==> config.mk <==
export PLATFORM = sky130hd
export DESIGN_NAME = pci_master
export DESIGN_NICKNAME = d
export VERILOG_FILES = /design/src/rtl/pci_master.sv
export SDC_FILE = /design/constraint.sdc
export NUM_CORES = 1
export LEC_CHECK = 0
export CAP_MARGIN = 10
export CORE_UTILIZATION = 50
export DETAILED_ROUTE_END_ITERATION = 12
export PLACE_DENSITY = 0.87
export SKIP_LAST_GASP = 1
export SLEW_MARGIN = 25
export SYNTH_ARGS = -nofsm -noshare
export SYNTH_HDL_FRONTEND = slang
export SYNTH_SLANG_ARGS = --single-unit
==> constraint.sdc <==
create_clock -name clk -period 5.79 [get_ports clk]
set_clock_uncertainty 0.15 [all_clocks]
set_input_delay 1.737 -clock clk [delete_from_list [all_inputs] [get_ports clk]]
set_output_delay 1.737 -clock clk [all_outputs]
set_load 0.02 [all_outputs]
==> src/rtl/pci_master.sv <==
// pci_master: single-initiator PCI burst master.
// Request/grant, one address phase, 1..MAXLEN data phases, one turnaround.
module pci_master #(
    parameter int MAXLEN    = 8,
    parameter int DEVSEL_TO = 5
) (
    input  logic        clk,
    input  logic        rst,
    input  logic        start,
    input  logic [3:0]  cmd,
    input  logic [31:0] addr,
    input  logic [3:0]  len,
    input  logic [31:0] wr_data,
    output logic        wr_pop,
    output logic [31:0] rd_data,
    output logic        rd_valid,
    output logic        busy,
    output logic        done,
    output logic        abort,
    output logic [3:0]  xfer_cnt,
    output logic        req_n,
    input  logic        gnt_n,
    input  logic        frame_n_in,
    input  logic        irdy_n_in,
    input  logic        trdy_n,
    input  logic        devsel_n,
    input  logic        stop_n,
    output logic        frame_n,
    output logic        irdy_n,
    output logic        frame_oe,
    output logic        irdy_oe,
    output logic [31:0] ad_out,
    output logic        ad_oe,
    input  logic [31:0] ad_in,
    output logic [3:0]  cbe_n
);
    localparam int DW = $clog2(DEVSEL_TO + 1);

    typedef enum logic [2:0] {
        S_IDLE,
        S_REQ,
        S_ADDR,
        S_DATA,
        S_TURN
    } state_t;

    state_t      r_state;
    logic        r_write;
    logic [3:0]  r_cmd;
    logic [31:0] r_addr;
    logic [3:0]  r_rem;
    logic [3:0]  r_cnt;
    logic [DW-1:0] r_dcnt;
    logic        r_devsel;
    logic        r_term;
    logic        r_abort;
    logic        r_busy;
    logic        r_done;
    logic        r_req_n;
    logic        r_frame_n;
    logic        r_irdy_n;
    logic        r_frame_oe;
    logic        r_irdy_oe;
    logic        r_ad_oe;
    logic [31:0] r_ad;
    logic [3:0]  r_cbe_n;
    logic [31:0] r_rd_data;
    logic        r_rd_valid;

    logic [3:0]  w_len;
    logic        w_dev;
    logic        w_xfer;

    always_comb begin
        w_len = len;
        if (len == 4'd0)
            w_len = 4'd1;
        else if (len > 4'(MAXLEN))
            w_len = 4'(MAXLEN);
    end

    // DEVSEL# stays claimed once seen, so later phases need not re-check it
    assign w_dev  = r_devsel | ~devsel_n;
    assign w_xfer = (r_state == S_DATA) & ~r_irdy_n & ~trdy_n
                  & w_dev & ~r_term;

    assign wr_pop   = w_xfer & r_write;
    assign ad_out   = (r_state == S_DATA && r_write) ? wr_data : r_ad;
    assign rd_data  = r_rd_data;
    assign rd_valid = r_rd_valid;
    assign busy     = r_busy;
    assign done     = r_done;
    assign abort    = r_abort;
    assign xfer_cnt = r_cnt;
    assign req_n    = r_req_n;
    assign frame_n  = r_frame_n;
    assign irdy_n   = r_irdy_n;
    assign frame_oe = r_frame_oe;
    assign irdy_oe  = r_irdy_oe;
    assign ad_oe    = r_ad_oe;
    assign cbe_n    = r_cbe_n;

    always_ff @(posedge clk or negedge rst) begin
        if (!rst) begin
            r_state    <= S_IDLE;
            r_write    <= 1'b0;
            r_cmd      <= 4'd0;
            r_addr     <= 32'd0;
            r_rem      <= 4'd0;
            r_cnt      <= 4'd0;
            r_dcnt     <= '0;
            r_devsel   <= 1'b0;
            r_term     <= 1'b0;
            r_abort    <= 1'b0;
            r_busy     <= 1'b0;
            r_done     <= 1'b0;
            r_req_n    <= 1'b1;
            r_frame_n  <= 1'b1;
            r_irdy_n   <= 1'b1;
            r_frame_oe <= 1'b0;
            r_irdy_oe  <= 1'b0;
            r_ad_oe    <= 1'b0;
            r_ad       <= 32'd0;
            r_cbe_n    <= 4'hF;
            r_rd_data  <= 32'd0;
            r_rd_valid <= 1'b0;
        end else begin
            r_rd_valid <= 1'b0;
            r_done     <= 1'b0;
            unique case (r_state)
                S_IDLE: begin
                    if (start) begin
                        r_state <= S_REQ;
                        r_busy  <= 1'b1;
                        r_req_n <= 1'b0;
                        r_write <= cmd[0];
                        r_cmd   <= cmd;
                        r_addr  <= addr;
                        r_rem   <= w_len;
                        r_cnt   <= 4'd0;
                        r_abort <= 1'b0;
                    end
                end
                S_REQ: begin
                    if (!gnt_n && frame_n_in && irdy_n_in) begin
                        r_state    <= S_ADDR;
                        r_req_n    <= 1'b1;
                        r_frame_n  <= 1'b0;
                        r_frame_oe <= 1'b1;
                        r_ad_oe    <= 1'b1;
                        r_ad       <= r_addr;
                        r_cbe_n    <= r_cmd;
                    end
                end
                S_ADDR: begin
                    r_state   <= S_DATA;
                    r_frame_n <= (r_rem == 4'd1);
                    r_irdy_n  <= 1'b0;
                    r_irdy_oe <= 1'b1;
                    r_ad_oe   <= r_write;
                    r_ad      <= 32'd0;
                    r_cbe_n   <= 4'd0;
                    r_term    <= 1'b0;
                    r_devsel  <= 1'b0;
                    r_dcnt    <= '0;
                end
                S_DATA: begin
                    if (!devsel_n)
                        r_devsel <= 1'b1;
                    if (!w_dev)
                        r_dcnt <= r_dcnt + 1'b1;
                    if (r_term) begin
                        r_state   <= S_TURN;
                        r_frame_n <= 1'b1;
                        r_irdy_n  <= 1'b1;
                    end else if (w_xfer) begin
                        r_cnt <= r_cnt + 4'd1;
                        r_rem <= r_rem - 4'd1;
                        if (!r_write) begin
                            r_rd_data  <= ad_in;
                            r_rd_valid <= 1'b1;
                        end
                        if (r_rem == 4'd1 || !stop_n) begin
                            r_state   <= S_TURN;
                            r_frame_n <= 1'b1;
                            r_irdy_n  <= 1'b1;
                        end else begin
                            r_frame_n <= (r_rem == 4'd2);
                        end
                    end else if (!stop_n && w_dev) begin
                        // disconnect without data: drop FRAME#, keep IRDY# one cycle
                        r_term    <= 1'b1;
                        r_frame_n <= 1'b1;
                    end else if (!w_dev && r_dcnt == DW'(DEVSEL_TO - 1)) begin
                        r_term    <= 1'b1;
                        r_abort   <= 1'b1;
                        r_frame_n <= 1'b1;
                    end
                end
                S_TURN: begin
                    r_state    <= S_IDLE;
                    r_frame_oe <= 1'b0;
                    r_irdy_oe  <= 1'b0;
                    r_ad_oe    <= 1'b0;
                    r_cbe_n    <= 4'hF;
                    r_done     <= 1'b1;
                    r_busy     <= 1'b0;
                end
                default: r_state <= S_IDLE;
            endcase
        end
    end
endmodule

## After elaboration in Yosys (flattened, before gate mapping)

Cells that the tools add are included.

| word-level totals | value |
|---|---|
| word-level logic and storage cells | 148 |
| bits in writable memories | 0 |
| input port bits | 113 |
| bits in latches | 0 |
| memories | 0 |
| bits in read-only memories | 0 |
| flip-flop bits (word level) | 131 |
| output and inout bits | 83 |

| operators by class | value |
|---|---|
| order comparisons | 1 |
| add/sub/neg operators | 3 |
| reductions and logical operators | 34 |
| divide/modulo/power cells | 0 |
| mux-type cells | 58 |
| equality and inequality tests | 19 |
| shifts and indexed selects | 0 |
| multipliers | 0 |
| bitwise gates (word level) | 11 |

Operator list:

| kind | number |
|---|---|
| $mux W32 | 2 |
| $pmux W32 S2 | 1 |
| $mux W4 | 9 |
| $mux W1 | 25 |
| $mux W3 | 6 |
| $ne A2 B2 Y1 const B | 8 |
| $pmux W1 S2 | 8 |
| $pmux W4 S2 | 2 |
| $reduce_and A2 Y1 | 7 |
| $reduce_bool A2 Y1 | 7 |
| $pmux W3 S4 | 1 |
| $pmux W4 S3 | 1 |
| $reduce_and A4 Y1 | 3 |
| $reduce_and A3 Y1 | 3 |
| $eq A3 B2 Y1 const B | 2 |
| $eq A3 B3 Y1 const B | 2 |
| $pmux W1 S3 | 2 |
| $pmux W3 S2 | 1 |
| $reduce_and A6 Y1 | 1 |
| $reduce_bool A3 Y1 | 2 |
| $and A1 B1 Y1 | 5 |
| $logic_and A1 B1 Y1 | 5 |
| $ne A5 B3 Y1 const B | 1 |
| $not A1 Y1 | 5 |
| other kinds (15) | 17 |

## Depth between registers and ports, before layout

| depth | value |
|---|---|
| depth in word-level cells | 9 |
| depth in mapped cells | 7 |
| gate-level depth less buffers | 6 |

## Worst setup path after synthesis

OpenSTA, ideal clock, no wires.

| path | value |
|---|---|
| path type | input -> output |
| start | input port trdy_n |
| end | output port wr_pop |
| path slack | 1.359 ns |
| path buffers | 0 |
| stages | 3 |
| required time | 3.903 ns |
| data arrival time | 2.544 ns |
| cells stage by stage | or2_2 -> nor3_1 -> and2_1 |

| between the ends | value |
|---|---|
| cells in the longest elaborated chain, start to end | 5 |

RTL lines:

| item | RTL line | RTL |
|---|---|---|
| from (decl) | 25 | `input logic trdy_n,` |
| $not A1 Y1 | 84 | `assign w_xfer = (r_state == S_DATA) & ~r_irdy_n & ~trdy_n` |
| $and A1 B1 Y1 | 84 |  |
| $and A1 B1 Y1 (2 in a row) | 85 | `& w_dev & ~r_term;` |
| $and A1 B1 Y1 | 87 | `assign wr_pop = w_xfer & r_write;` |
| to (decl) | 14 | `output logic wr_pop,` |

Every way passes these cells.

## Worst setup path after layout

Same ends and word-level chain as after synthesis.

==> results <==
==> where the power goes <==
group	total, µW	leakage [µW]	internal, µW	switching (µW)
Combinational	1800	0.00197	881	914
Sequential	1610	0.00163	1320	294
Clock	1030	0.000280	659	366
==> flip-flops by register name, indices dropped and copies added (netlist names) <==
name	cells
r_ad	32
r_addr	32
rd_data	32
cbe_n	4
r_cmd	4
r_rem	4
xfer_cnt	4
r_dcnt	3
r_state	3
abort	1
ad_oe	1
busy	1
done	1
frame_n	1
frame_oe	1
irdy_n	1
irdy_oe	1
r_devsel	1
r_term	1
rd_valid	1
req_n	1
==> layer usage <==
metal / vias to the layer above / part of all wire / track usage
li1: 2307 / - / -
met1: 2478 / 0.39 / 0.324
met2: 205 / 0.53 / 0.498
met3: 27 / 0.061 / 0.0653
met4: 0 / 0.019 / 0.104
met5: - / 0 / 0
==> worst register-to-register path, delay by kind of cell (launching register included) <==
family           cells  cell delay, ns
flip-flops           1            0.64
multiplexers         1            0.52
AND/OR/NAND/NOR      3            1.91
==> through the flow <==
step	total power [µW]	utilization	instance area [µm²]
floorplan	2570	-	5850
global route	4690	0.740	8450
finish	4430	0.740	8450
CTS	4440	0.740	8450
global placement	3290	0.691	7890
detailed placement	3390	0.691	7890
==> final timing paths <==
check / startpoint / endpoint / slack (ns) / cells past startpoint
setup / recovery: trdy_n / wr_pop / 0.1 / 5
hold / removal: r_addr[16] / r_addr[16] / 0.32 / 2
setup reg to reg: r_state[1] / rd_data[27] / 2.44 / 4
hold reg to reg: r_addr[16] / r_addr[16] / 0.32 / 2
max in group asynchronous: rst / req_n / 3.24 / 2
min in group asynchronous: rst / rd_data[22] / 1.24 / 1
==> logic make-up after synthesis <==
group                    after synthesis
AO/OA/AOI/OAI                         91
adder cells (fa/ha/maj)                6
buffers and inverters                 43
flip-flops                           130
multiplexers                          66
AND/OR/NAND/NOR                      240
==> final cells by class <==
type                    instances  share of cell area
flip-flops and latches        130               0.386
multi-input cells             403               0.286
well taps                     143              0.0212
clock buffers                  24              0.0570
inverters                      12             0.00533
clock inverters                 6             0.00948
repair buffers                200               0.235
==> placed cells by master (no fill, tap or decap), types with 7 or more instances in the layout <==
cell type	instances
mux2_4	18
clkdlybuf4s50_1	194
nand2_1	189
mux2_1	12
mux2_2	35
dfrtp_1	123
clkbuf_16	17
dfstp_2	7
inv_1	11
o21ai_0	53
a21oi_1	11
nor2_1	23
==> synth_stat cells, drive strengths merged, types with 2 or more instances <==
cell type	n	area (µm²)
a2bb2oi	2	17.5
nand3	4	20.0
o211ai	2	15.0
a21oi	11	55.1
buf	8	55.1
dfrtp	123	3080
a31oi	3	18.8
or2	3	18.8
inv	11	41.3
a22o	3	26.3
mux2	65	800
ha	6	75.1
a32o	2	20.0
o22ai	6	37.5
nor2	23	86.3
nand2	190	713
a22oi	2	15.0
clkbuf	23	86.3
o21ai	53	265
nor3	4	20.0
nand2b	2	12.5
nor2b	2	12.5
dfstp	7	184
==> results.ini <==
[route]
wire_per_inst_um=17.5
drc=0
finalWirelength_um=16100
routed-via-count=5017
viasPerCell=5.47
drt_iter0_drc=329
final_antenna_net_count=0
first_pass_iters=7

[global_routing]
grt_use_total=0.278
first_global_vias=5169
grt_overflow=0
antenna_found_initial=0
grt_max_degree=67
grt_pass1_wl_um=25300

[synthesis]
synth_top_family_by_area=simple AND/OR/NAND/NOR gates
synthMuxAreaShare=0.138
synth_fp_nets=695
synth-simple-area-share=0.168
synthFlopType=dfrtp_1
synth_compound_gate_area_share=0.0907
ys_seq_area_frac=0.558
synth_xor_xnor_area_share=0
synth_cells=576
synth_cell_types=48
avgSynthCellArea_um2=10.2
ys_warn_count=0
synthesis.area_um2=5850
synthAdderAreaFrac=0.0128
async_reset_ff_frac=1.00
synth_edf_count=0
synth_seq_cells=130

[clock_network]
clock_path_buffers=2
cts-resized-gates=0
insertion_delay_ns=0.41
clock_sinks=130
clk_pin_slew_ns=0.05
ctsHoldBuffers=0
post_cts_buffers=0
htree_levels=4
cts-buffers-inserted=17
cts_root_buffer=clkbuf_16
cts_tree=built

[critical_path]
end_kind=output port
path_cells=clkdlybuf4s50_1, or2_2, nor3_1, and2_1, clkdlybuf4s50_1
max_stage_delay_ns=0.61
required_ns=3.90
critPathTopFamily=buffers and inverters
start_kind=primary input
critPathBufInv=2
slowest_stage=clkdlybuf4s50_1
critPathKind=in2out
crit_top_cell=clkdlybuf4s50_1
arrival_ns=3.81
cp_max_fo=4

[finish]
regArea_um2=3260
antennaDiodeCount=0
syn2layout_area_growth_pct=44.5
nNetsFinal=883
fillerInstances=779
drive_above_1_share=0.133
final_cells=918
multi_input_area_um2=2410

[placed_design]
placed_cells=888
dp_hpwl_um=10600
io_buffers=195
dp_worst_setup_slack_ns=0.238
gp_congestion=0.893

[sta]
finalHoldWorstSlack_ns=0.321
period_share=0.983
tightest_slew_ns=0.969
relSlewSlack=0.354
rsz0062_at_grt=false
maxSlewViolCount=0
layout_min_cycle_time_ns=5.69
finalHoldViolCount=0
fmax_mhz=176
setup_slack_ns=0.0978
fin_setup_tns_ns=0
setup_viol=0

[die]
die_w_um=110
ios=196
die-area_um2=12100
std_cell_rows=39
die_h_um=110
start_util=0.512
core_um2=11400

[power_and_ir_drop]
leakage_uw=0.00388
vdd_ir_drop_max_mv=0.359
pwr_density_cell_nw_per_um2=524

[run]
cap_violations=0

[min_path]
hp-class=reg2reg

[outcome]
status=complete, no violations

Note: power is estimated with default switching activity, not from simulation.
